## config.mk

```make
export PLATFORM = sky130hd
export DESIGN_NAME = program_loader
export DESIGN_NICKNAME = d
export VERILOG_FILES = /design/src/rtl/loader_pkg.sv /design/src/rtl/word_assembler.sv /design/src/rtl/program_loader.sv
export SDC_FILE = /design/constraint.sdc
export NUM_CORES = 1
export LEC_CHECK = 0
export BUFFER_PORTS_ARGS = -buffer_cell sky130_fd_sc_hd__buf_2
export CAP_MARGIN = 5
export CORE_ASPECT_RATIO = 0.9
export CORE_MARGIN = 2
export CORE_UTILIZATION = 50
export DETAILED_ROUTE_END_ITERATION = 6
export HOLD_SLACK_MARGIN = 0.02
export PLACE_DENSITY_LB_ADDON = 0.1
export SLEW_MARGIN = 20
export SYNTH_ARGS = -nofsm -noshare
export SYNTH_HDL_FRONTEND = slang
export SYNTH_SLANG_ARGS = --single-unit
```

## constraint.sdc

```tcl
create_clock -name clock -period 6.38 [get_ports clock]
set_input_delay 1.595 -clock clock [delete_from_list [all_inputs] [get_ports clock]]
set_output_delay 1.595 -clock clock [all_outputs]
set_load 0.03 [all_outputs]
```

## src/rtl/loader_pkg.sv

```systemverilog
// Shared types and constants for the boot-time instruction loader.
package loader_pkg;

  localparam int unsigned LEN_WIDTH      = 16;
  localparam int unsigned BYTES_PER_WORD = 4;
  localparam int unsigned WORD_WIDTH     = 8 * BYTES_PER_WORD;
  localparam int unsigned BCNT_WIDTH     = $clog2(BYTES_PER_WORD);

  typedef enum logic [2:0] {
    IDLE  = 3'd0,
    LEN0  = 3'd1,
    LEN1  = 3'd2,
    DATA  = 3'd3,
    WRITE = 3'd4,
    CHECK = 3'd5,
    DONE  = 3'd6,
    ERROR = 3'd7
  } loader_state_t;

endpackage

```

## src/rtl/word_assembler.sv

```systemverilog
// Little-endian byte-to-word shifter; flags the accept that completes a word.
module word_assembler
  import loader_pkg::*;
(
  input  logic                  clock,
  input  logic                  reset_n,
  input  logic                  clear,
  input  logic                  accept,
  input  logic [7:0]            byte_in,
  output logic [WORD_WIDTH-1:0] word_c,
  output logic                  word_ready_c
);

  // Only the three earlier bytes need storing; the fourth arrives with word_c.
  logic [WORD_WIDTH-9:0] shift_q, shift_d;
  logic [BCNT_WIDTH-1:0] count_q, count_d;

  assign word_c       = {byte_in, shift_q};
  assign word_ready_c = accept && (count_q == BCNT_WIDTH'(BYTES_PER_WORD - 1));

  always_comb begin
    shift_d = shift_q;
    count_d = count_q;
    if (clear) begin
      shift_d = '0;
      count_d = '0;
    end else if (accept) begin
      shift_d = {byte_in, shift_q[WORD_WIDTH-9:8]};
      count_d = word_ready_c ? '0 : count_q + BCNT_WIDTH'(1);
    end
  end

  always_ff @(posedge clock or negedge reset_n) begin
    if (!reset_n) begin
      shift_q <= '0;
      count_q <= '0;
    end else begin
      shift_q <= shift_d;
      count_q <= count_d;
    end
  end

endmodule

```

## src/rtl/program_loader.sv

```systemverilog
// Boot loader: length header + little-endian words into instruction memory.
// Optional trailing XOR checksum byte when LOADER_CHECKSUM_EN is defined.
module program_loader
  import loader_pkg::*;
#(
  parameter logic [31:0] BASE_ADDR   = 32'h0,
  parameter int unsigned DEPTH_WORDS = 64
) (
  input  logic        clock,
  input  logic        reset_n,
  input  logic        start,
  input  logic        byte_valid,
  input  logic [7:0]  byte_data,
  output logic        byte_ready,
  output logic        mem_we,
  output logic [31:0] mem_addr,
  output logic [31:0] mem_wdata,
  output logic        core_reset,
  output logic        done,
  output logic        error,
  output logic [15:0] words_loaded
);

`ifdef LOADER_CHECKSUM_EN
  localparam loader_state_t END_STATE = CHECK;
`else
  localparam loader_state_t END_STATE = DONE;
`endif

  loader_state_t         state_q, state_d;
  logic [LEN_WIDTH-1:0]  len_q, len_d;
  logic [LEN_WIDTH-1:0]  words_loaded_q, words_loaded_d;
  logic [31:0]           mem_addr_q, mem_addr_d;
  logic [31:0]           mem_wdata_q, mem_wdata_d;
  logic                  byte_ready_q, byte_ready_d;
  logic                  mem_we_q, mem_we_d;
  logic                  core_reset_q, core_reset_d;
  logic                  done_q, done_d;
  logic                  error_q, error_d;
`ifdef LOADER_CHECKSUM_EN
  logic [7:0]            xor_q, xor_d;
`endif

  logic                  accept_c;
  logic                  clear_c;
  logic [LEN_WIDTH-1:0]  len_hdr_c;
  logic [WORD_WIDTH-1:0] word_c;
  logic                  word_ready_c;

  assign accept_c  = byte_valid && byte_ready_q;
  assign len_hdr_c = {byte_data, len_q[7:0]};

  word_assembler u_word_assembler (
    .clock        (clock),
    .reset_n      (reset_n),
    .clear        (clear_c),
    .accept       (accept_c && (state_q == DATA)),
    .byte_in      (byte_data),
    .word_c       (word_c),
    .word_ready_c (word_ready_c)
  );

  // Next-state and next-output logic.
  always_comb begin
    state_d        = state_q;
    len_d          = len_q;
    words_loaded_d = words_loaded_q;
    mem_addr_d     = mem_addr_q;
    mem_wdata_d    = mem_wdata_q;
    clear_c        = 1'b0;
`ifdef LOADER_CHECKSUM_EN
    xor_d          = xor_q;
`endif

    unique case (state_q)
      IDLE, DONE, ERROR: begin
        if (start) begin
          state_d        = LEN0;
          words_loaded_d = '0;
          clear_c        = 1'b1;
`ifdef LOADER_CHECKSUM_EN
          xor_d          = '0;
`endif
        end
      end
      LEN0: begin
        if (accept_c) begin
          len_d[7:0] = byte_data;
          state_d    = LEN1;
        end
      end
      LEN1: begin
        if (accept_c) begin
          len_d = len_hdr_c;
          if (len_hdr_c == '0) begin
            state_d = END_STATE;
          end else if (len_hdr_c > LEN_WIDTH'(DEPTH_WORDS)) begin
            state_d = ERROR;
          end else begin
            state_d = DATA;
          end
        end
      end
      DATA: begin
        if (accept_c) begin
`ifdef LOADER_CHECKSUM_EN
          xor_d = xor_q ^ byte_data;
`endif
          if (word_ready_c) begin
            state_d     = WRITE;
            mem_addr_d  = BASE_ADDR + (32'(words_loaded_q) << 2);
            mem_wdata_d = word_c;
          end
        end
      end
      WRITE: begin
        words_loaded_d = words_loaded_q + LEN_WIDTH'(1);
        state_d        = (words_loaded_d == len_q) ? END_STATE : DATA;
      end
      CHECK: begin
`ifdef LOADER_CHECKSUM_EN
        if (accept_c) begin
          state_d = (byte_data == xor_q) ? DONE : ERROR;
        end
`else
        state_d = ERROR;
`endif
      end
      default: state_d = IDLE;
    endcase

    byte_ready_d = (state_d == LEN0) || (state_d == LEN1) ||
                   (state_d == DATA) || (state_d == CHECK);
    mem_we_d     = (state_d == WRITE);
    core_reset_d = (state_d != DONE);
    done_d       = (state_d == DONE);
    error_d      = (state_d == ERROR);
  end

  always_ff @(posedge clock or negedge reset_n) begin
    if (!reset_n) begin
      state_q        <= IDLE;
      len_q          <= '0;
      words_loaded_q <= '0;
      mem_addr_q     <= BASE_ADDR;
      mem_wdata_q    <= '0;
      byte_ready_q   <= 1'b0;
      mem_we_q       <= 1'b0;
      core_reset_q   <= 1'b1;
      done_q         <= 1'b0;
      error_q        <= 1'b0;
`ifdef LOADER_CHECKSUM_EN
      xor_q          <= '0;
`endif
    end else begin
      state_q        <= state_d;
      len_q          <= len_d;
      words_loaded_q <= words_loaded_d;
      mem_addr_q     <= mem_addr_d;
      mem_wdata_q    <= mem_wdata_d;
      byte_ready_q   <= byte_ready_d;
      mem_we_q       <= mem_we_d;
      core_reset_q   <= core_reset_d;
      done_q         <= done_d;
      error_q        <= error_d;
`ifdef LOADER_CHECKSUM_EN
      xor_q          <= xor_d;
`endif
    end
  end

  assign byte_ready   = byte_ready_q;
  assign mem_we       = mem_we_q;
  assign mem_addr     = mem_addr_q;
  assign mem_wdata    = mem_wdata_q;
  assign core_reset   = core_reset_q;
  assign done         = done_q;
  assign error        = error_q;
  assign words_loaded = words_loaded_q;

endmodule

```

==> impl_metrics.json <==
{
  "num_io_pins": 97,
  "dr.first_iter.drc_count": 239,
  "die_w_um": 113,
  "hold_start": "mem_addr[5]$_DFFE_PN0P_",
  "die_area_um2": 11500,
  "synth_edf_count": 0,
  "syn-cell-area_um2": 5340,
  "post_cts_buffers": 0,
  "fmax_mhz": 325,
  "core_um2": 10300,
  "drc": 7,
  "vias": 4159,
  "layout_min_cycle_time_ns": 3.07,
  "drv_cap": 0,
  "critPathRequiredTime_ns": 6.66,
  "crit_path_start": "byte_valid",
  "avgSynthCellArea_um2": 10.0,
  "worst-endpoint-arrival_ns": 3.35,
  "clockBufferDepth": 2,
  "status": "complete, but fails checks",
  "first_pass_iters": 6,
  "hold_viol_final": 0,
  "synth_cell_types": 56,
  "io_buffer_count": 80,
  "syn_inst": 534,
  "violations": "design-rule violations",
  "tightest_slew_ns": 0.922,
  "grt_pass1_vias": 3966,
  "powerDensity_nw_per_um2": 454,
  "dp_hpwl_um": 8130,
  "synth-async-reset-ratio_pct": 100,
  "pre_cts_ws_ns": 2.89,
  "hold_path_class": "reg2reg",
  "path_max_fanout": 38,
  "die_y_um": 102,
  "h-tree-depth": 4,
  "vias_per_cell": 5.57,
  "nNetsFinal": 620,
  "ys_seq_area_share_pct": 53.5,
  "end_kind": "flop",
  "ys_warn_count": 0,
  "finClkSkew_ns": 0.00652,
  "row_count": 35,
  "antenna_found_initial": 0,
  "cts_resized": 0,
  "grt_usage_pct": 22.4,
  "drt-total-wl_um": 12100,
  "fin_hold_ws_ns": 0.475,
  "syn2layout_area_growth_pct": 19.2,
  "layout-drive-gt1-share_pct": 26.9,
  "cts_tree": "done",
  "ir_worst_vdd_mv": 0.245,
  "clock-sinks": 114,
  "gp_congestion": 0.804,
  "start_util_pct": 51.7,
  "relSlewSlack_pct": 38.5,
  "grt_overflow": 0,
  "grt_max_degree": 83,
  "fin_setup_tns_ns": 0,
  "period_share_pct": 48.2,
  "maxSlewViolCount": 0,
  "antenna_left": 0,
  "synth-seq-cells": 114,
  "grt_pass1_wl_um": 20200,
  "setup-violations-final": 0,
  "path_clk_slew_ns": 0.05,
  "startpoint_type": "primary input",
  "wl_per_cell_um": 16.3,
  "root_buffer": "clkbuf_16",
  "power_leakage_nw": 3.23,
  "cts_buffers": 17,
  "worstSetupPathType": "in2reg",
  "clk_latency_ns": 0.40,
  "fin_ws_ns": 3.31,
  "rr_startpoint": "words_loaded[0]$_DFFE_PN0P_",
  "rsz0062_at_grt": "false",
  "n_antenna_cell": 0,
  "dominantRegCellSynth": "dfrtp_1",
  "cts.hold.buffers_added": 0
}
## sequential cells by signal, summed over array words and instances, names as in the netlist
register and cells:
len_q 16, error 1, mem_we 1, mem_addr 16
words_loaded 16, done 1, u_word_assembler.count_q 2, byte_ready 1
u_word_assembler.shift_q 24, mem_wdata 32, core_reset 1, state_q 3
## logic make-up after synthesis
kind of cell | count (synthesis) | share of synthesized area, %
simple gates | 219 | 19.1
flops | 114 | 53.5
fa+ha+maj | 2 | 0.469
compound gates | 86 | 9.77
xor+xnor | 22 | 3.61
buf+inv | 49 | 4.85
other cells | 1 | 0.0702
mux | 41 | 8.62
## cells in the final DEF, fill, tap and decap left out, types with 2 or more instances in the layout
| cell type | netlist | routed |
|---|---|---|
| a211oi_1 | 2 | 2 |
| a21o_1 | 3 | 3 |
| a21oi_1 | 35 | 35 |
| a31oi_1 | 2 | 2 |
| and2_1 | 2 | 2 |
| and4_1 | 4 | 4 |
| buf_2 | 6 | 79 |
| buf_4 | 18 | 5 |
| bufinv_16 | 0 | 3 |
| clkbuf_1 | 21 | 2 |
| clkbuf_16 | 0 | 17 |
| clkbuf_8 | 0 | 2 |
| clkinv_2 | 0 | 4 |
| clkinvlp_4 | 0 | 2 |
| conb_1 | 1 | 16 |
| dfrtp_1 | 113 | 113 |
| ha_1 | 2 | 2 |
| mux2_1 | 4 | 4 |
| mux2_2 | 36 | 36 |
| nand2_1 | 140 | 139 |
| nand2_2 | 1 | 2 |
| nand3_1 | 10 | 10 |
| nand4_1 | 4 | 4 |
| nor2_1 | 18 | 18 |
| nor2b_1 | 5 | 4 |
| nor3_1 | 8 | 8 |
| nor3_2 | 3 | 3 |
| nor4_1 | 4 | 4 |
| nor4b_1 | 2 | 2 |
| o211ai_1 | 3 | 3 |
| o21ai_0 | 24 | 24 |
| o21bai_1 | 2 | 2 |
| o31ai_1 | 5 | 5 |
| o41ai_1 | 2 | 2 |
| or3_1 | 6 | 6 |
| or4_1 | 2 | 2 |
| xnor2_1 | 12 | 12 |
| xor2_1 | 10 | 10 |
## where the power goes
group | leakage [nW] | switching (W) | internal (W)
logic | 1.42 | 0.000500 | 0.000314
clock network | 0.289 | 0.000317 | 0.000629
registers | 1.52 | 0.000188 | 0.000941
## cell type report
| cell class | count | area (um2) |
|---|---|---|
| inverters | 2 | 7.51 |
| repair buffers | 85 | 460 |
| clock inverters | 10 | 134 |
| flip-flops and latches | 114 | 2850 |
| multi-input cells | 386 | 2290 |
| fillers | 875 | 3970 |
| well taps | 129 | 161 |
| clock buffers | 21 | 460 |
## stage by stage
stage               total power (W)  util [%]  instances  area, um2
floorplan                   0.00172         -        549       5400
global placement            0.00192      55.6        715       5740
detailed placement          0.00195      55.6        715       5740
CTS                         0.00291      61.3        746       6340
global route                0.00305      61.6        747       6360
finish                      0.00289      61.6        747       6360
## critical path, cell delays in order
cell     delay (ns)
buf_2          0.11
nand3_1        0.19
nor3_2         0.06
buf_4          0.24
nand2_2        0.26
buf_4          0.46
mux2_2         0.40
## metal layers
layer	wire length, um	part of all wire, %	vias to the layer above	GRT usage (%)
met1	5690	47	2057	32.2
met3	705	5.8	13	5.04
met4	135	1.1	0	6.38
met5	0	0	-	0
met2	5610	46	133	34.8
li1	-	-	1956	-
## synth_stat cells, types with 3 or more instances
cell type | instances | area share [%]
nand4_1 | 4 | 0.47
xor2_1 | 10 | 1.6
and4_1 | 4 | 0.66
buf_4 | 18 | 2.5
mux2_1 | 4 | 0.84
buf_2 | 6 | 0.56
a21oi_1 | 35 | 3.3
xnor2_1 | 12 | 2.0
nor2b_1 | 5 | 0.59
clkbuf_1 | 21 | 1.5
nor3_2 | 3 | 0.56
dfrtp_1 | 113 | 53
or3_1 | 6 | 0.70
nand2_1 | 140 | 9.8
o211ai_1 | 3 | 0.42
nand3_1 | 10 | 0.94
o31ai_1 | 5 | 0.70
o21ai_0 | 24 | 2.2
nor4_1 | 4 | 0.47
nor3_1 | 8 | 0.75
a21o_1 | 3 | 0.42
mux2_2 | 36 | 7.6
nor2_1 | 18 | 1.3
## path summary, 6_finish.rpt
kind                                             endpoint  slack (ns)  cells past startpoint
worst max-delay path             mem_wdata[6]$_DFFE_PN0P_        3.31                      7
worst min-delay path              mem_addr[5]$_DFFE_PN0P_        0.47                      2
worst max register to register       byte_ready$_DFF_PN0_        3.60                      7
worst min register to register    mem_addr[5]$_DFFE_PN0P_        0.47                      2
max in group asynchronous       mem_wdata[20]$_DFFE_PN0P_        4.50                      2
min in group asynchronous                  done$_DFF_PN0_        1.11                      1
No activity file was read; power rests on OpenSTA's default activity.
